**src/rtl/led_mux_scan_if.sv**
```systemverilog
`default_nettype none
// ============================================================================
// Module      : led_mux_scan_if
// Description : Bundle between the register/SPI-receive side (master) and
//               the LED scanner (slave).
//               master drives : bcd_in, dp_in, load, lz_en, bright
//               slave drives  : seg_out, dp_out, dig_sel, frame_tick
// Revision    : 1.0 - initial release
// ============================================================================
interface led_mux_scan_if #(
    parameter int DIGITS = 4
);
    logic [4*DIGITS-1:0] bcd_in;      // digit 0 at [3:0]
    logic [DIGITS-1:0]   dp_in;       // decimal point per digit
    logic                load;        // single-cycle capture strobe
    logic                lz_en;       // leading-zero blanking enable
    logic [2:0]          bright;      // brightness, 7 = full
    logic [6:0]          seg_out;     // {g,f,e,d,c,b,a}, active-high
    logic                dp_out;      // decimal point of active digit
    logic [DIGITS-1:0]   dig_sel;     // one-hot digit enable
    logic                frame_tick;  // pulse at each frame start

    modport master (
        output bcd_in, dp_in, load, lz_en, bright,
        input  seg_out, dp_out, dig_sel, frame_tick
    );

    modport slave (
        input  bcd_in, dp_in, load, lz_en, bright,
        output seg_out, dp_out, dig_sel, frame_tick
    );
endinterface
`default_nettype wire

```
**src/rtl/led_mux_scan.sv**
```systemverilog
`default_nettype none
// ============================================================================
// Module      : led_mux_scan
// Description : Time-multiplexed 7-segment scanner. A free-running divider
//               sets the slot length (2^DIV_W clk), a scan index rotates a
//               one-hot digit select, values are loaded tear-free at frame
//               boundaries, BCD is decoded with optional leading-zero
//               blanking. Optional PWM dimming when LED_MUX_DIM_EN is
//               defined (otherwise bus.bright is unused).
// Ports       : clk  - system clock
//               res  - asynchronous active-high reset
//               bus  - led_mux_scan_if.slave (inputs bcd_in, dp_in, load,
//                      lz_en, bright; registered outputs seg_out, dp_out,
//                      dig_sel, frame_tick)
// Revision    : 1.0 - initial release
// ============================================================================
module led_mux_scan #(
    parameter int DIGITS = 4,   // 2..8
    parameter int DIV_W  = 5    // >= 3
) (
    input  wire logic          clk,
    input  wire logic          res,
    led_mux_scan_if.slave      bus
);

    localparam int                IDX_W      = (DIGITS > 1) ? $clog2(DIGITS) : 1;
    localparam logic [IDX_W-1:0]  C_LAST_IDX = IDX_W'(DIGITS - 1);

    logic [DIV_W-1:0]       r_div_cnt;
    logic [IDX_W-1:0]       r_dig_idx;
    logic                   r_run;
    logic                   r_pending;
    logic                   r_frame_d;
    logic [DIGITS-1:0][3:0] r_shadow_bcd;
    logic [DIGITS-1:0]      r_shadow_dp;
    logic [DIGITS-1:0][3:0] r_disp_bcd;
    logic [DIGITS-1:0]      r_disp_dp;
    logic [6:0]             r_seg;
    logic                   r_dp;
    logic [DIGITS-1:0]      r_dig_sel;
    logic                   r_frame_tick;

    logic                   w_slot_tick;
    logic                   w_frame;
    logic                   w_enable;
    logic                   w_zero_run;
    logic [DIGITS-1:0]      w_blank;
    logic [3:0]             w_cur_bcd;
    logic [6:0]             w_seg;

    function automatic logic [6:0] f_decode(input logic [3:0] v);
        case (v)
            4'd0:    f_decode = 7'h3F;
            4'd1:    f_decode = 7'h06;
            4'd2:    f_decode = 7'h5B;
            4'd3:    f_decode = 7'h4F;
            4'd4:    f_decode = 7'h66;
            4'd5:    f_decode = 7'h6D;
            4'd6:    f_decode = 7'h7D;
            4'd7:    f_decode = 7'h07;
            4'd8:    f_decode = 7'h7F;
            4'd9:    f_decode = 7'h6F;
            default: f_decode = 7'h00;
        endcase
    endfunction

    assign w_slot_tick = &r_div_cnt;
    // Only a running scanner can reach the last index, so no run term needed.
    assign w_frame     = w_slot_tick && (r_dig_idx == C_LAST_IDX);

    // Divider, scan index and run flag. The first slot_tick after reset only
    // starts the scan, so digit 0 is the first one driven.
    always_ff @(posedge clk or posedge res) begin
        if (res) begin
            r_div_cnt <= '0;
            r_dig_idx <= '0;
            r_run     <= 1'b0;
            r_frame_d <= 1'b0;
        end else begin
            r_div_cnt <= r_div_cnt + 1'b1;
            r_frame_d <= w_frame;
            if (w_slot_tick) begin
                if (!r_run) begin
                    r_run <= 1'b1;
                end else if (r_dig_idx == C_LAST_IDX) begin
                    r_dig_idx <= '0;
                end else begin
                    r_dig_idx <= r_dig_idx + 1'b1;
                end
            end
        end
    end

    // Shadow / display pair. On a boundary coincident with load the display
    // takes the old shadow (RHS sampled before update) and pending stays set.
    always_ff @(posedge clk or posedge res) begin
        if (res) begin
            r_shadow_bcd <= '0;
            r_shadow_dp  <= '0;
            r_disp_bcd   <= '0;
            r_disp_dp    <= '0;
            r_pending    <= 1'b0;
        end else begin
            if (bus.load) begin
                r_shadow_bcd <= bus.bcd_in;
                r_shadow_dp  <= bus.dp_in;
                r_pending    <= 1'b1;
            end else if (w_frame) begin
                r_pending    <= 1'b0;
            end
            if (w_frame && r_pending) begin
                r_disp_bcd <= r_shadow_bcd;
                r_disp_dp  <= r_shadow_dp;
            end
        end
    end

    // Leading-zero blanking: walk from the most significant digit down and
    // keep blanking while every digit seen so far is zero. Digit 0 is exempt.
    always_comb begin
        w_blank    = '0;
        w_zero_run = bus.lz_en;
        for (int i = DIGITS - 1; i >= 1; i--) begin
            w_zero_run = w_zero_run && (r_disp_bcd[i] == 4'd0);
            w_blank[i] = w_zero_run;
        end
    end

    assign w_cur_bcd = r_disp_bcd[r_dig_idx];
    assign w_seg     = w_blank[r_dig_idx] ? 7'h00 : f_decode(w_cur_bcd);

`ifdef LED_MUX_DIM_EN
    // Top three divider bits split each slot into eighths; on for bright+1.
    assign w_enable = (r_div_cnt[DIV_W-1 -: 3] <= bus.bright);
`else
    logic w_unused_bright;
    assign w_enable        = 1'b1;
    assign w_unused_bright = ^bus.bright;
`endif

    // Output register: one cycle behind the scan index.
    always_ff @(posedge clk or posedge res) begin
        if (res) begin
            r_seg        <= '0;
            r_dp         <= 1'b0;
            r_dig_sel    <= '0;
            r_frame_tick <= 1'b0;
        end else begin
            // Delayed once more so the pulse lines up with digit 0 appearing.
            r_frame_tick <= r_frame_d;
            if (r_run && w_enable) begin
                r_dig_sel <= DIGITS'(1) << r_dig_idx;
                r_seg     <= w_seg;
                r_dp      <= r_disp_dp[r_dig_idx];
            end else begin
                r_dig_sel <= '0;
                r_seg     <= '0;
                r_dp      <= 1'b0;
            end
        end
    end

    assign bus.seg_out    = r_seg;
    assign bus.dp_out     = r_dp;
    assign bus.dig_sel    = r_dig_sel;
    assign bus.frame_tick = r_frame_tick;

endmodule
`default_nettype wire

```
**src/flat_wrapper.sv**
```systemverilog
// flat-port wrapper written by rule: the top's interface ports become plain ports
module led_mux_scan_flat 
#(
    parameter int DIGITS = 4,          
    parameter int DIV_W  = 5           
)
  (clk, res, bus_bcd_in, bus_dp_in, bus_load, bus_lz_en, bus_bright, bus_seg_out, bus_dp_out, bus_dig_sel, bus_frame_tick);
  led_mux_scan_if #(.DIGITS(DIGITS)) bus_i ();
  input  wire logic clk;
  input  wire logic res;
  input wire logic [$bits(bus_i.bcd_in)-1:0] bus_bcd_in;
  input wire logic [$bits(bus_i.dp_in)-1:0] bus_dp_in;
  input wire logic [$bits(bus_i.load)-1:0] bus_load;
  input wire logic [$bits(bus_i.lz_en)-1:0] bus_lz_en;
  input wire logic [$bits(bus_i.bright)-1:0] bus_bright;
  output wire logic [$bits(bus_i.seg_out)-1:0] bus_seg_out;
  output wire logic [$bits(bus_i.dp_out)-1:0] bus_dp_out;
  output wire logic [$bits(bus_i.dig_sel)-1:0] bus_dig_sel;
  output wire logic [$bits(bus_i.frame_tick)-1:0] bus_frame_tick;
  assign bus_i.bcd_in = bus_bcd_in;
  assign bus_i.dp_in = bus_dp_in;
  assign bus_i.load = bus_load;
  assign bus_i.lz_en = bus_lz_en;
  assign bus_i.bright = bus_bright;
  assign bus_seg_out = bus_i.seg_out;
  assign bus_dp_out = bus_i.dp_out;
  assign bus_dig_sel = bus_i.dig_sel;
  assign bus_frame_tick = bus_i.frame_tick;
  led_mux_scan #(.DIGITS(DIGITS), .DIV_W(DIV_W)) u_core (.clk(clk), .res(res), .bus(bus_i));
endmodule
```
**config.mk**
```make
export PLATFORM = sky130hd
export DESIGN_NAME = led_mux_scan_flat
export DESIGN_NICKNAME = d
export VERILOG_FILES = /design/src/rtl/led_mux_scan_if.sv /design/src/rtl/led_mux_scan.sv /design/src/flat_wrapper.sv
export SDC_FILE = /design/constraint.sdc
export NUM_CORES = 1
export LEC_CHECK = 0
export ABC_AREA = 1
export CAP_MARGIN = 30
export CORE_UTILIZATION = 45
export DETAILED_ROUTE_END_ITERATION = 16
export DONT_BUFFER_PORTS = 1
export PLACE_DENSITY = 0.64
export SLEW_MARGIN = 10
export SYNTH_ARGS = -nofsm -noshare
export SYNTH_HDL_FRONTEND = slang
export SYNTH_SLANG_ARGS = --single-unit
```
**constraint.sdc**
```tcl
create_clock -name clk -period 4.5 [get_ports clk]
set_input_delay 0.9 -clock clk [delete_from_list [all_inputs] [get_ports clk]]
set_output_delay 0.9 -clock clk [all_outputs]
set_load 0.005 [all_outputs]
```
# After elaboration in Yosys (flattened, before gate mapping)
# Memory sizes are Yosys's and may differ from the RTL's.
# Index checks and enable logic that the tools add are counted.
# word_totals
inputBits	27
register_bits	63
latchBits	0
mem_count	1
rom_bits	112
ram_bits	0
# memory_table
name	depth	width	rd	rd_ports_with_merged_regs	write_ports	line_no	rtl
(no name shown)	16	7	1	0	0	led_mux_scan.sv:52	case (v)
# op_classes
muxes	13
eq_ne	1
div_mod_pow	0
addsub	2
shifts	1
n_reduce_logical	11
multipliers	0
bitwise	0
n_lt_le_gt_ge	1
# op_table
op	n
7-bit two-way mux	2
4-bit zero test	3
4-bit binary-select mux with 2-bit select	1
4-bit two-way mux	2
6-bit AND reduction	1
5-bit by 1-bit adder with 5-bit output, second input constant	1
1-bit logical AND	5
1-bit two-way mux	5
5-bit AND reduction	1
1-bit binary-select mux with 2-bit select	2
1-bit by 2-bit left shift with 4-bit output, first input constant	1
2-bit by 3-bit less-than comparator with 1-bit output, second input constant	1
2-bit by 1-bit adder with 2-bit output, second input constant	1
2-bit == test, second input constant	1
2-bit two-way mux	1
2-bit nonzero test	1

# Longest topological paths before layout
# Gate-level depths: netlist of run 1.
# logic_depth
ltp_word	8
mapped_depth	12
depth_no_buf	11

# Worst setup path before layout of run 1
# No wires, ideal clock.
# synth_timing
path_type	reg-to-reg
startpoint	reg u_core.r_div_cnt[0]
endpoint	reg u_core.r_disp_bcd[0] (netlist name)
stages_incl_launch_ff	10
synth_period_minus_slack_ns	1.563
n_path_buf	1
setup_slack_ns	2.937
t_arrival_ns	1.481
cell_sequence	dfrtp_1 ha_1 and3_1 ha_1 nand2_1 inv_1 nand2_1 clkbuf_1 nand2_1 o21ai_0
# synth_via
elab_chain_cells	3
# synth_rtl
item	line_no	rtl
start, declared	led_mux_scan.sv:29	logic [DIV_W-1:0] r_div_cnt;
start signal, assigned	led_mux_scan.sv:80	r_div_cnt <= r_div_cnt + 1'b1;
5-bit AND reduction	led_mux_scan.sv:67	assign w_slot_tick = &r_div_cnt;
1-bit logical AND	led_mux_scan.sv:69	assign w_frame = w_slot_tick && (r_dig_idx == C_LAST_IDX);
net u_core.w_frame	led_mux_scan.sv:44	logic w_frame;
1-bit logical AND	led_mux_scan.sv:111	if (w_frame && r_pending) begin
end signal, assigned	led_mux_scan.sv:112	r_disp_bcd <= r_shadow_bcd;
end, declared	led_mux_scan.sv:36	logic [DIGITS-1:0][3:0] r_disp_bcd;
# The timed path passes the listed nets, and every way through them passes these cells.
# A chain may end at the register's enable or synchronous reset.

# Worst setup path in the final report of run 1
# layout_timing
startpoint	reg u_core.r_dig_idx[0]
endpoint	reg u_core.r_seg[3], in the netlist u_core.bus.seg_out[3]
# layout_via
elab_chain_cells	5
# layout_rtl
item	line_no	rtl
start, declared	led_mux_scan.sv:30	logic [IDX_W-1:0] r_dig_idx;
start signal, assigned	led_mux_scan.sv:88	r_dig_idx <= r_dig_idx + 1'b1;
4-bit binary-select mux with 2-bit select	led_mux_scan.sv:129	assign w_cur_bcd = r_disp_bcd[r_dig_idx];
4-bit two-way mux (implied by the code)	led_mux_scan.sv:129	
memory 16 x 7 bit	-	
7-bit two-way mux *	led_mux_scan.sv:130	assign w_seg = w_blank[r_dig_idx] ? 7'h00 : f_decode(w_cur_bcd);
7-bit two-way mux *	led_mux_scan.sv:151	if (r_run && w_enable) begin
end signal, assigned	led_mux_scan.sv:153	r_seg <= w_seg;
end, declared	led_mux_scan.sv:38	logic [6:0] r_seg;
# Every way passes the cells marked *; elsewhere a longest branch is shown, timed or not. The select of a mux whose other input is x is not followed.

==> results of run 1 <==
worst max-delay path by stage:
stage / depth (start not counted) / end / start / slack, ns
detailed placement: 11 / u_core.bus.seg_out[0]$_DFF_PP0_ / u_core.r_dig_idx[0]$_DFFE_PP0P_ / 2.58
finish: 11 / u_core.bus.seg_out[3]$_DFF_PP0_ / u_core.r_dig_idx[0]$_DFFE_PP0P_ / 2.57
global route: 11 / u_core.bus.seg_out[3]$_DFF_PP0_ / u_core.r_dig_idx[0]$_DFFE_PP0P_ / 2.30
global placement: 5 / u_core.r_disp_dp[3]$_DFFE_PP0P_ / u_core.r_dig_idx[0]$_DFFE_PP0P_ / 2.34
CTS: 11 / u_core.bus.seg_out[0]$_DFF_PP0_ / u_core.r_dig_idx[0]$_DFFE_PP0P_ / 2.56
floorplan: 1 / u_core.bus.dig_sel[0]$_DFF_PP0_ / res / 2.03
report_power, final:
| group | internal [mW] | switching [mW] |
|---|---|---|
| sequential | 0.582 | 0.00384 |
| combinational | 0.00847 | 0.0230 |
| clock | 0.257 | 0.201 |
area by class of cell:
cell class	instances	share of cell area [%]
flip-flops and latches	63	52.4
clock inverters	2	0.458
multi-input cells	199	32.3
repair buffers	2	0.749
inverters	40	5.04
well taps	75	3.12
clock buffers	13	5.95
cells by family (layout without fill, tap and decap cells):
kind of cell             count (synthesis)  after routing
AND/OR/NAND/NOR                        139            139
AO/OA/AOI/OAI                           47             47
XOR/XNOR                                 2              2
adder cells (fa/ha/maj)                 11             11
buffers and inverters                   53             57
flip-flops                              63             63
cells in the final DEF, fill, tap and decap left out, drive strengths merged, types with 3 or more instances in the layout:
cell and n:
clkbuf 13, clkinv 3, dfrtp 63, ha 11
inv 39, nand2 90, nand3 13, nor2 30
o21ai 43, or2 3
sequential cells by signal, indices dropped and copies added (netlist names):
| signal | cells |
|---|---|
| u_core.r_shadow_dp | 4 |
| u_core.bus.frame_tick | 1 |
| u_core.r_pending | 1 |
| u_core.r_shadow_bcd | 16 |
| u_core.bus.dp_out | 1 |
| u_core.bus.dig_sel | 4 |
| u_core.r_disp_bcd | 16 |
| u_core.r_disp_dp | 4 |
| u_core.bus.seg_out | 7 |
| u_core.r_div_cnt | 5 |
| u_core.r_frame_d | 1 |
| u_core.r_run | 1 |
| u_core.r_dig_idx | 2 |
per-layer routing:
layer | vias to the layer above | global-route usage [%]
met2 | 43 | 23.6
met1 | 841 | 23.4
li1 | 968 | -
met5 | - | 0
met3 | 11 | 3.75
met4 | 0 | 10.7
through the flow:
step	std cells	instance area (µm²)	total power, mW	util, %	setup slack [ns]
after floorplan	315	2770	0.624	-	2.03
after global placement	378	2800	0.628	47.3	2.34
after detailed placement	379	2810	0.630	47.5	2.58
after CTS	394	3010	1.09	50.8	2.56
after global routing	394	3010	1.13	50.8	2.30
final	394	3010	1.08	50.8	2.57
worst max-delay path, cell delays in order, from the launching register on:
cell,delay (ns)
sky130_fd_sc_hd__dfrtp_1,0.67
sky130_fd_sc_hd__inv_2,0.24
sky130_fd_sc_hd__nand2_1,0.11
sky130_fd_sc_hd__nand3_1,0.07
sky130_fd_sc_hd__nand2_1,0.19
sky130_fd_sc_hd__inv_1,0.09
sky130_fd_sc_hd__ha_1,0.18
sky130_fd_sc_hd__inv_1,0.04
sky130_fd_sc_hd__nand2_1,0.04
sky130_fd_sc_hd__nand2_1,0.08
sky130_fd_sc_hd__nor2_1,0.04
sky130_fd_sc_hd__nor2_1,0.09
==> metrics.txt, run 1 <==
# TYPE chip_impl_metric gauge
chip_impl_info{name="netlist.top_cell.by_area",value="sky130_fd_sc_hd__dfrtp_1"} 1
chip_impl_metric{name="drt-met1-wl",unit="µm"} 2270
chip_impl_info{name="synth_top_flop_cell",value="sky130_fd_sc_hd__dfrtp_1"} 1
chip_impl_info{name="tritoncts_clock_tree",value="yes"} 1
chip_impl_metric{name="synth-compound-area-share",unit="%"} 8.66
chip_impl_metric{name="grt_start_max_net_pins",unit=""} 64
chip_impl_metric{name="synth_xor_area_share",unit="%"} 0.631
chip_impl_metric{name="avgViaCountPerCell",unit=""} 4.73
chip_impl_metric{name="yosysWarnings",unit=""} 0
chip_impl_metric{name="critPathArrivalTime",unit="ns"} 2.19
chip_impl_metric{name="yosys.area_share.adder",unit="%"} 4.96
chip_impl_info{name="worst-setup-path-type",value="register to register"} 1
chip_impl_metric{name="die_w",unit="µm"} 80.5
chip_impl_metric{name="syn-num-nets",unit=""} 353
chip_impl_metric{name="grt_overflow",unit=""} 0
chip_impl_info{name="synth_top_family_by_area",value="simple AND/OR/NAND/NOR gates"} 1
chip_impl_info{name="worstHoldPathType",value="register to register"} 1
chip_impl_metric{name="yosysTopAreaCellShare",unit="%"} 56.8
chip_impl_metric{name="finalHoldViolations",unit=""} 0
chip_impl_info{name="hold_path_startpoint",value="u_core.r_frame_d$_DFF_PP0_"} 1
chip_impl_metric{name="pwr_density_cell",unit="mW/mm²"} 358
chip_impl_metric{name="later_pin_clock_latency_in_the_skew_report",unit="ns"} 0.33
chip_impl_metric{name="post_cts_buffers",unit=""} 0
chip_impl_metric{name="final_max_slew_viol_count",unit=""} 0
chip_impl_metric{name="max-cap-violations",unit=""} 0
chip_impl_metric{name="area.growth.synth_to_final",unit="%"} 8.39
chip_impl_info{name="cts_root_buffer",value="sky130_fd_sc_hd__clkbuf_8"} 1
chip_impl_metric{name="proportion_of_synthesized_flip_flops_having_asynchronous_set_or_reset",unit="%"} 100
chip_impl_metric{name="maximum_buffer_depth_of_the_clock_tree",unit=""} 2
chip_impl_metric{name="top_level_ports",unit=""} 40
chip_impl_metric{name="area_inside_the_core_boundary",unit="mm²"} 0.00592
chip_impl_info{name="grt_setup_unrepaired",value="no"} 1
chip_impl_metric{name="final_antenna_net_count",unit=""} 0
chip_impl_metric{name="synth-seq-cells",unit=""} 63
chip_impl_metric{name="via_count_of_the_first_global_routing_pass",unit=""} 1735
chip_impl_metric{name="postCtsResizedCells",unit=""} 0
chip_impl_metric{name="place_hpwl",unit="µm"} 3120
chip_impl_metric{name="synth_mux_area_share",unit="%"} 0
chip_impl_metric{name="post_route_cells_drive_above_1_share",unit="%"} 9.72
chip_impl_info{name="ys_top_cells_by_count",value="sky130_fd_sc_hd__nand2_1 (83), sky130_fd_sc_hd__dfrtp_1 (63), sky130_fd_sc_hd__o21ai_0 (43)"} 1
chip_impl_metric{name="placementRows",unit=""} 28
chip_impl_metric{name="gpl.final_weighted_congestion",unit=""} 0.770
chip_impl_metric{name="dieArea",unit="mm²"} 0.00648
chip_impl_metric{name="worst_clock_skew",unit="ns"} 0.00890
chip_impl_metric{name="final_nets",unit=""} 353
chip_impl_metric{name="grt_first_pass_wirelength",unit="µm"} 8020
chip_impl_metric{name="clock_sink_count",unit=""} 63
chip_impl_metric{name="detailedRoute.firstPassIterationCount",unit=""} 4
chip_impl_metric{name="setup_violations",unit=""} 0
chip_impl_metric{name="fin_setup_tns",unit="ns"} 0
chip_impl_metric{name="vias",unit=""} 1863
chip_impl_metric{name="synth.avg_cell_area",unit="µm²"} 8.81
chip_impl_metric{name="tightest_slew",unit="ns"} 0.751
chip_impl_metric{name="max_freq",unit="MHz"} 518
chip_impl_metric{name="initial_utilization",unit="%"} 46.9
chip_impl_metric{name="post_synth_instance_area",unit="mm²"} 0.00277
chip_impl_info{name="crit-reg2reg-launch",value="u_core.r_dig_idx[0]$_DFFE_PP0P_"} 1
chip_impl_metric{name="postRouteWirelength",unit="µm"} 4490
chip_impl_metric{name="synth-edff-count",unit=""} 0
chip_impl_metric{name="synth_cells",unit=""} 315
chip_impl_metric{name="relSlewSlack",unit="%"} 49.9
chip_impl_metric{name="r2r_cells",unit=""} 11
chip_impl_metric{name="detailroute.wirelength.met3",unit="µm"} 171
chip_impl_metric{name="antenna_cells",unit=""} 0
chip_impl_metric{name="port-buffer-count",unit=""} 0
chip_impl_info{name="highest_layer",value="met4"} 1
chip_impl_info{name="regToRegEndpoint",value="u_core.bus.seg_out[3]$_DFF_PP0_"} 1
chip_impl_metric{name="min_path_cells",unit=""} 0
chip_impl_metric{name="sequential_cell_area",unit="mm²"} 0.00158
chip_impl_metric{name="crit_fanout",unit=""} 16
chip_impl_metric{name="drc_errors",unit=""} 0
chip_impl_metric{name="final_period_minus_worst_setup_slack",unit="ns"} 1.93
chip_impl_metric{name="detailedRoute.firstIterationViolations",unit=""} 85
chip_impl_metric{name="numCtsBuffers",unit=""} 9
chip_impl_metric{name="routed_wire_length_per_instance",unit="µm"} 11.4
chip_impl_info{name="critPathCaptureType",value="register"} 1
chip_impl_metric{name="cts_hold_buffers",unit=""} 0
chip_impl_metric{name="synth_sequential_area_ratio",unit="%"} 56.8
chip_impl_metric{name="fillerInstances",unit=""} 582
chip_impl_metric{name="clk_transition_reported_paths",unit="ns"} 0.07
chip_impl_metric{name="setup.reg_to_reg.worst_slack",unit="ns"} 2.57
chip_impl_metric{name="worst_ep_required_time",unit="ns"} 4.77
chip_impl_metric{name="track_usage",unit="%"} 16.9
chip_impl_metric{name="h-tree-depth",unit=""} 3
chip_impl_info{name="most_instantiated_library_cell_after_synthesis",value="sky130_fd_sc_hd__nand2_1"} 1
chip_impl_metric{name="met2RoutedLength",unit="µm"} 1930
chip_impl_metric{name="die-height",unit="µm"} 80.5
chip_impl_metric{name="layout_worst_path_cycle_share",unit="%"} 42.9
chip_impl_info{name="hold-path-endpoint",value="u_core.bus.frame_tick$_DFF_PP0_"} 1
chip_impl_info{name="synth.area.top_cells",value="sky130_fd_sc_hd__dfrtp_1 (57%), sky130_fd_sc_hd__nand2_1 (11%), sky130_fd_sc_hd__o21ai_0 (7.8%), sky130_fd_sc_hd__inv_1 (5.1%), sky130_fd_sc_hd__ha_1 (5.0%)"} 1
chip_impl_metric{name="worst_voltage_drop_across_the_vdd_grid",unit="V"} 0.000193
chip_impl_metric{name="multi_input_comb_area",unit="µm²"} 970
chip_impl_metric{name="synth.lib_cells_used.distinct",unit=""} 23
chip_impl_metric{name="power.static_leakage",unit="nW"} 1.55
chip_impl_metric{name="simple_gate_fraction_of_synth_area",unit="%"} 20.7
chip_impl_metric{name="number_of_antenna_violations_at_the_first_check_in_global_routing",unit=""} 0
chip_impl_metric{name="fin_hold_ws",unit="ns"} 0.356
chip_impl_info{name="status",value="finished clean"} 1
chip_impl_info{name="timing.critical_path.from_type",value="register"} 1
(Power assumes the default switching activity.)
==> inputs of run 2 (changes only) <==
==> constraint.sdc (replaced) <==
create_clock -name clk -period 1.8 [get_ports clk]
set_input_delay 0.36 -clock clk [delete_from_list [all_inputs] [get_ports clk]]
set_output_delay 0.36 -clock clk [all_outputs]
set_load 0.005 [all_outputs]
==> run 2 against run 1 <==
Sequential share of layout area fell by 1.7 points. Final cell count rose by 2.0%. Die area did not move. Critical endpoint is now u_core.r_disp_bcd[4]$_DFFE_PP0P_. Global-route usage fell by 0.086 points. Utilization rose by 1.8 points. Register-to-register slack got worse by 2.4 ns. Clock power rose to 2.5 times the previous value. Design area rose by 3.5%.
==> metrics.txt, run 2 (synthesis gave the netlist of run 1 again) <==
# TYPE chip_impl_metric gauge
chip_impl_info{name="status",value="finished clean"} 1
chip_impl_metric{name="maximum_buffer_depth_of_the_clock_tree",unit=""} 2
chip_impl_metric{name="place_hpwl",unit="µm"} 3240
chip_impl_metric{name="avgViaCountPerCell",unit=""} 4.67
chip_impl_metric{name="gpl.final_weighted_congestion",unit=""} 0.795
chip_impl_info{name="grt_setup_unrepaired",value="no"} 1
chip_impl_metric{name="port-buffer-count",unit=""} 0
chip_impl_info{name="most_common_cell_after_layout_fill_and_taps_aside",value="sky130_fd_sc_hd__nand2_1"} 1
chip_impl_info{name="launching_instance_or_port_of_the_critical_path",value="u_core.r_div_cnt[0]$_DFF_PP0_"} 1
chip_impl_metric{name="antenna_cells",unit=""} 0
chip_impl_metric{name="max_freq",unit="MHz"} 613
chip_impl_info{name="crit-reg2reg-launch",value="u_core.r_div_cnt[0]$_DFF_PP0_"} 1
chip_impl_metric{name="worst_voltage_drop_across_the_vdd_grid",unit="V"} 0.000531
chip_impl_metric{name="grt_first_pass_wirelength",unit="µm"} 8040
chip_impl_metric{name="crit_fanout",unit=""} 20
chip_impl_metric{name="post_route_cells_drive_above_1_share",unit="%"} 12.2
chip_impl_metric{name="critPathArrivalTime",unit="ns"} 1.84
chip_impl_info{name="cts_root_buffer",value="sky130_fd_sc_hd__clkbuf_8"} 1
chip_impl_info{name="worstHoldPathType",value="primary input to register"} 1
chip_impl_metric{name="clk_transition_reported_paths",unit="ns"} 0.07
chip_impl_metric{name="drc_errors",unit=""} 0
chip_impl_metric{name="via_count_of_the_first_global_routing_pass",unit=""} 1772
chip_impl_metric{name="number_of_antenna_violations_at_the_first_check_in_global_routing",unit=""} 0
chip_impl_metric{name="final_nets",unit=""} 362
chip_impl_metric{name="finalHoldViolations",unit=""} 0
chip_impl_metric{name="final_max_slew_viol_count",unit=""} 0
chip_impl_metric{name="grt_overflow",unit=""} 0
chip_impl_metric{name="die_w",unit="µm"} 80.5
chip_impl_metric{name="track_usage",unit="%"} 16.8
chip_impl_metric{name="detailedRoute.firstIterationViolations",unit=""} 67
chip_impl_metric{name="initial_utilization",unit="%"} 46.9
chip_impl_info{name="critPathCaptureType",value="register"} 1
chip_impl_metric{name="power.sequential.fraction",unit="%"} 54.0
chip_impl_metric{name="relSlewSlack",unit="%"} 81.2
chip_impl_metric{name="netSwitchingPower",unit="mW"} 0.572
chip_impl_metric{name="p_sw_share",unit="%"} 21.1
chip_impl_metric{name="combPwrFrac",unit="%"} 3.2
chip_impl_metric{name="dieArea",unit="mm²"} 0.00648
chip_impl_metric{name="pwr_density_cell",unit="mW/mm²"} 871
chip_impl_metric{name="final_period_minus_worst_setup_slack",unit="ns"} 1.63
chip_impl_metric{name="fin_setup_tns",unit="ns"} 0
chip_impl_metric{name="fillerInstances",unit=""} 553
chip_impl_metric{name="vias",unit=""} 1879
chip_impl_info{name="worst-setup-path-type",value="register to register"} 1
chip_impl_metric{name="internal_power",unit="mW"} 2.14
chip_impl_metric{name="grt_start_max_net_pins",unit=""} 42
chip_impl_metric{name="routed_wire_length_per_instance",unit="µm"} 11.7
chip_impl_metric{name="post_cts_buffers",unit=""} 0
chip_impl_metric{name="share_clk_of_total_power",unit="%"} 42.8
chip_impl_metric{name="tightest_slew",unit="ns"} 0.282
chip_impl_metric{name="finish.instance_area",unit="mm²"} 0.00311
chip_impl_metric{name="worst_ep_required_time",unit="ns"} 2.01
chip_impl_metric{name="setup.reg_to_reg.worst_slack",unit="ns"} 0.17
chip_impl_info{name="hold_path_startpoint",value="bus_load"} 1
chip_impl_metric{name="h-tree-depth",unit=""} 3
chip_impl_metric{name="power.static_leakage",unit="nW"} 1.59
chip_impl_metric{name="detailedRoute.firstPassIterationCount",unit=""} 4
chip_impl_metric{name="die-height",unit="µm"} 80.5
chip_impl_metric{name="clock_sink_count",unit=""} 63
chip_impl_metric{name="area.growth.synth_to_final",unit="%"} 12.2
chip_impl_metric{name="placed_cell_area",unit="mm²"} 0.00289
chip_impl_metric{name="placementRows",unit=""} 28
chip_impl_metric{name="numCtsBuffers",unit=""} 9
chip_impl_metric{name="postRouteWirelength",unit="µm"} 4690
chip_impl_metric{name="setup_violations",unit=""} 0
chip_impl_metric{name="later_pin_clock_latency_in_the_skew_report",unit="ns"} 0.33
chip_impl_metric{name="max-cap-violations",unit=""} 0
chip_impl_info{name="tritoncts_clock_tree",value="yes"} 1
chip_impl_info{name="timing.critical_path.from_type",value="register"} 1
chip_impl_metric{name="final_antenna_net_count",unit=""} 0
chip_impl_metric{name="layout_worst_path_cycle_share",unit="%"} 90.7
chip_impl_metric{name="worst_clock_skew",unit="ns"} 0.00710
chip_impl_metric{name="top_level_ports",unit=""} 40
chip_impl_info{name="layout_common_cells",value="sky130_fd_sc_hd__nand2_1 (82), sky130_fd_sc_hd__dfrtp_1 (62), sky130_fd_sc_hd__o21ai_0 (43)"} 1
chip_impl_metric{name="area_inside_the_core_boundary",unit="mm²"} 0.00592
[run 2: cell types whose count changed in the layout (fill, tap and decap cells not counted), sizes merged]
cell,previous run,this run
bufinv,0,1
buf,2,9
inv,39,38
dlygate4sd3,0,1
clkbuf,13,11
clkinvlp,0,2
[run 2: power groups by stage]
stage | Clock, mW | Combinational (mW) | Sequential [mW]
final | 1.16 | 0.0871 | 1.46
after detailed placement | 0 | 0.0887 | 1.49
after CTS | 1.20 | 0.0913 | 1.46
after global placement | 0 | 0.0867 | 1.49
after floorplan | 0 | 0.0707 | 1.49
after global routing | 1.27 | 0.108 | 1.47
[run 2: per-stage QoR]
stage | hold WS [ns] | setup slack [ns] | cells | power (mW) | util [%]
global route | 0.105 | 0.00701 | 402 | 2.84 | 52.6
floorplan | 0.331 | 0.237 | 315 | 1.56 | -
finish | 0.127 | 0.167 | 402 | 2.71 | 52.6
global placement | 0.184 | 0.132 | 386 | 1.58 | 48.8
detailed placement | 0.185 | 0.110 | 386 | 1.58 | 48.8
CTS | 0.106 | 0.0883 | 401 | 2.76 | 52.1
[run 2: critical path, cell delays in order (launching register included)]
cell and delay, ns:
sky130_fd_sc_hd__dfrtp_1 0.39, sky130_fd_sc_hd__ha_1 0.22, sky130_fd_sc_hd__and3_1 0.15, sky130_fd_sc_hd__ha_1 0.18
sky130_fd_sc_hd__nand2_1 0.09, sky130_fd_sc_hd__inv_1 0.08, sky130_fd_sc_hd__nand2_2 0.12, sky130_fd_sc_hd__clkbuf_16 0.19
sky130_fd_sc_hd__o21ai_0 0.09
[run 2: per-layer routing]
metal  part of all wire, %  up-vias  global-route usage [%]
met1                    51      853                    22.4
met3                   3.8        2                    5.80
met5                     0        -                       0
met4                  0.51        0                    8.04
met2                    45       37                    24.2
li1                      -      987                       -
[run 2: path summary, 6_finish.rpt]
check	endpoint	depth (start not counted)
setup / recovery	u_core.r_disp_bcd[4]$_DFFE_PP0P_	8
hold / removal	u_core.r_shadow_dp[1]$_DFFE_PP0P_	1
setup reg to reg	u_core.r_disp_bcd[4]$_DFFE_PP0P_	8
hold reg to reg	u_core.bus.frame_tick$_DFF_PP0_	0
max in group asynchronous	u_core.r_dig_idx[0]$_DFFE_PP0P_	3
min in group asynchronous	u_core.bus.seg_out[0]$_DFF_PP0_	2
[run 2: what timing repair did]
item	4_1_cts	5_1_grt
hold buffers	1	0
endpoints found under the setup margin	0	8
endpoints found under the hold margin	8	0
gates resized for setup	0	2
[run 2: layout make-up]
class / count / area, µm² / area share [%]
clock buffers: 10 / 138 / 4.42
multi-input cells: 199 / 972 / 31.2
well taps: 75 / 93.8 / 3.02
inverters: 40 / 155 / 4.99
repair buffers: 11 / 128 / 4.10
clock inverters: 4 / 47.5 / 1.53
flip-flops and latches: 63 / 1580 / 50.7
==> inputs of run 3 (changes only) <==
--- a/config.mk
+++ b/config.mk
@@ -11,6 +11,7 @@
 export DETAILED_ROUTE_END_ITERATION = 16
 export DONT_BUFFER_PORTS = 1
 export PLACE_DENSITY = 0.64
+export SKIP_CTS_REPAIR_TIMING = 1
 export SLEW_MARGIN = 10
 export SYNTH_ARGS = -nofsm -noshare
 export SYNTH_HDL_FRONTEND = slang
==> run 3 against run 2 <==
Register-to-register slack about the same. Power about the same. Sequential power about the same. Critical path depth up 1. Clock power about the same. Critical path type unchanged. Critical endpoint is now u_core.bus.seg_out[3]$_DFF_PP0_. Largest cell class unchanged. Largest power group unchanged.
==> metrics.txt, run 3 (synthesis gave the netlist of run 1 again) <==
# TYPE chip_impl_metric gauge
chip_impl_metric{name="finish.instance_area",unit="mm²"} 0.00311
chip_impl_metric{name="avgViaCountPerCell",unit=""} 4.67
chip_impl_metric{name="critical_path.max_stage_delay",unit="ns"} 0.49
chip_impl_metric{name="worst_clock_skew",unit="ns"} 0.00705
chip_impl_info{name="grt_setup_unrepaired",value="no"} 1
chip_impl_info{name="timing.critical_path.cells",value="inv_2 > nand2_1 > nand3_1 > nand2_1 > ha_1 > inv_1 > nor2_1 > nor2_1 > nor2_1"} 1
chip_impl_metric{name="antenna_cells",unit=""} 0
chip_impl_metric{name="worst_ep_required_time",unit="ns"} 2.06
chip_impl_metric{name="post_route_cells_drive_above_1_share",unit="%"} 12.2
chip_impl_metric{name="tightest_slew",unit="ns"} 0.285
chip_impl_metric{name="finalHoldViolations",unit=""} 0
chip_impl_metric{name="relSlewSlack",unit="%"} 81.0
chip_impl_info{name="cp_slowest_cell",value="sky130_fd_sc_hd__dfrtp_2"} 1
chip_impl_metric{name="layout_worst_path_cycle_share",unit="%"} 90.6
chip_impl_metric{name="grt_start_max_net_pins",unit=""} 42
chip_impl_metric{name="power.static_leakage",unit="nW"} 1.59
chip_impl_metric{name="via_count_of_the_first_global_routing_pass",unit=""} 1766
chip_impl_metric{name="fin_setup_tns",unit="ns"} 0
chip_impl_metric{name="maximum_buffer_depth_of_the_clock_tree",unit=""} 2
chip_impl_metric{name="met3_usage",unit="%"} 5.80
chip_impl_metric{name="h-tree-depth",unit=""} 3
chip_impl_metric{name="placementRows",unit=""} 28
chip_impl_info{name="tritoncts_clock_tree",value="yes"} 1
chip_impl_metric{name="pwr_density_cell",unit="mW/mm²"} 871
chip_impl_metric{name="final_antenna_net_count",unit=""} 0
chip_impl_metric{name="grt_first_pass_wirelength",unit="µm"} 8020
chip_impl_info{name="path_delay_family",value="simple AND/OR/NAND/NOR gates"} 1
chip_impl_metric{name="placed_cell_area",unit="mm²"} 0.00289
chip_impl_metric{name="top_level_ports",unit=""} 40
chip_impl_metric{name="grt_overflow",unit=""} 0
chip_impl_info{name="timing.critical_path.from_type",value="register"} 1
chip_impl_metric{name="crit_fanout",unit=""} 11
chip_impl_metric{name="die_w",unit="µm"} 80.5
chip_impl_metric{name="postRouteWirelength",unit="µm"} 4690
chip_impl_info{name="most_common_cell_after_layout_fill_and_taps_aside",value="sky130_fd_sc_hd__nand2_1"} 1
chip_impl_metric{name="port-buffer-count",unit=""} 0
chip_impl_metric{name="area_inside_the_core_boundary",unit="mm²"} 0.00592
chip_impl_metric{name="number_of_antenna_violations_at_the_first_check_in_global_routing",unit=""} 0
chip_impl_metric{name="initial_utilization",unit="%"} 46.9
chip_impl_metric{name="worst_voltage_drop_across_the_vdd_grid",unit="V"} 0.000531
chip_impl_metric{name="clock_sink_count",unit=""} 63
chip_impl_metric{name="final_period_minus_worst_setup_slack",unit="ns"} 1.63
chip_impl_metric{name="final_nets",unit=""} 362
chip_impl_metric{name="max-cap-violations",unit=""} 0
chip_impl_metric{name="later_pin_clock_latency_in_the_skew_report",unit="ns"} 0.33
chip_impl_metric{name="dieArea",unit="mm²"} 0.00648
chip_impl_info{name="layout_common_cells",value="sky130_fd_sc_hd__nand2_1 (82), sky130_fd_sc_hd__dfrtp_1 (62), sky130_fd_sc_hd__o21ai_0 (43)"} 1
chip_impl_metric{name="place_hpwl",unit="µm"} 3240
chip_impl_metric{name="grtUsageMet2",unit="%"} 24.2
chip_impl_metric{name="worst_slack",unit="ns"} 0.169
chip_impl_metric{name="max_freq",unit="MHz"} 613
chip_impl_metric{name="numCtsBuffers",unit=""} 9
chip_impl_metric{name="area.growth.synth_to_final",unit="%"} 12.2
chip_impl_metric{name="detailedRoute.firstIterationViolations",unit=""} 79
chip_impl_metric{name="routed_wire_length_per_instance",unit="µm"} 11.7
chip_impl_metric{name="critPathArrivalTime",unit="ns"} 1.89
chip_impl_info{name="worstHoldPathType",value="primary input to register"} 1
chip_impl_metric{name="gpl.final_weighted_congestion",unit=""} 0.795
chip_impl_metric{name="vias",unit=""} 1876
chip_impl_info{name="worst_path_most_repeated_cell",value="sky130_fd_sc_hd__nor2_1"} 1
chip_impl_info{name="status",value="finished clean"} 1
chip_impl_metric{name="critical_path_buf_inv_count",unit=""} 2
chip_impl_info{name="critPathCaptureType",value="register"} 1
chip_impl_info{name="worst-setup-path-type",value="register to register"} 1
chip_impl_metric{name="fin_total_pwr",unit="mW"} 2.71
chip_impl_metric{name="dpl_worst_slack",unit="ns"} 0.110
chip_impl_info{name="cts_root_buffer",value="sky130_fd_sc_hd__clkbuf_8"} 1
chip_impl_metric{name="detailedRoute.firstPassIterationCount",unit=""} 4
chip_impl_metric{name="setup_violations",unit=""} 0
chip_impl_metric{name="clk_transition_reported_paths",unit="ns"} 0.07
chip_impl_metric{name="drc_errors",unit=""} 0
chip_impl_metric{name="final_max_slew_viol_count",unit=""} 0
chip_impl_metric{name="die-height",unit="µm"} 80.5
chip_impl_info{name="top_usage_layer",value="met2"} 1
chip_impl_metric{name="track_usage",unit="%"} 16.8
chip_impl_metric{name="met1_usage",unit="%"} 22.4
## run 3: cell counts in the layout (fill, tap and decap cells not counted)
Identical to the previous run, type by type.
## run 3: final timing paths
| kind | startpoint | to | slack, ns | cells past startpoint |
|---|---|---|---|---|
| min in group asynchronous | res | u_core.bus.seg_out[0]$_DFF_PP0_ | 0.45 | 2 |
| worst min register to register | u_core.r_frame_d$_DFF_PP0_ | u_core.bus.frame_tick$_DFF_PP0_ | 0.35 | 0 |
| worst max register to register | u_core.r_dig_idx[0]$_DFFE_PP0P_ | u_core.bus.seg_out[3]$_DFF_PP0_ | 0.17 | 9 |
| worst max-delay path | u_core.r_dig_idx[0]$_DFFE_PP0P_ | u_core.bus.seg_out[3]$_DFF_PP0_ | 0.17 | 9 |
| worst min-delay path | bus_load | u_core.r_shadow_dp[1]$_DFFE_PP0P_ | 0.13 | 1 |
| max in group asynchronous | res | u_core.r_dig_idx[0]$_DFFE_PP0P_ | 0.87 | 3 |
## run 3: per-stage QoR
stage / util (%) / hold slack [ns] / instances
global route: 52.6 / 0.105 / 402
detailed placement: 48.8 / 0.185 / 386
finish: 52.6 / 0.127 / 402
floorplan: - / 0.331 / 315
global placement: 48.8 / 0.184 / 386
CTS: 51.9 / -0.184 / 400
## run 3: area by class of cell
type,count,area (µm²)
flip-flops and latches,63,1580
well taps,75,93.8
fillers,553,2810
clock buffers,10,138
inverters,40,155
multi-input cells,199,972
repair buffers,11,128
clock inverters,4,47.5
## run 3: per-layer routing
metal / routed length [µm] / vias to the layer above
met1: 2380 / 847
li1: - / 984
met3: 197 / 2
met4: 24 / 0
met5: 0 / -
met2: 2090 / 43
## run 3: where the power goes
part	switching, mW	internal (mW)	total [mW]	leakage (nW)
combinational	0.0599	0.0273	0.0872	0.714
clock	0.503	0.656	1.16	0.0940
sequential	0.00925	1.46	1.46	0.786
total	0.572	2.14	2.71	1.59
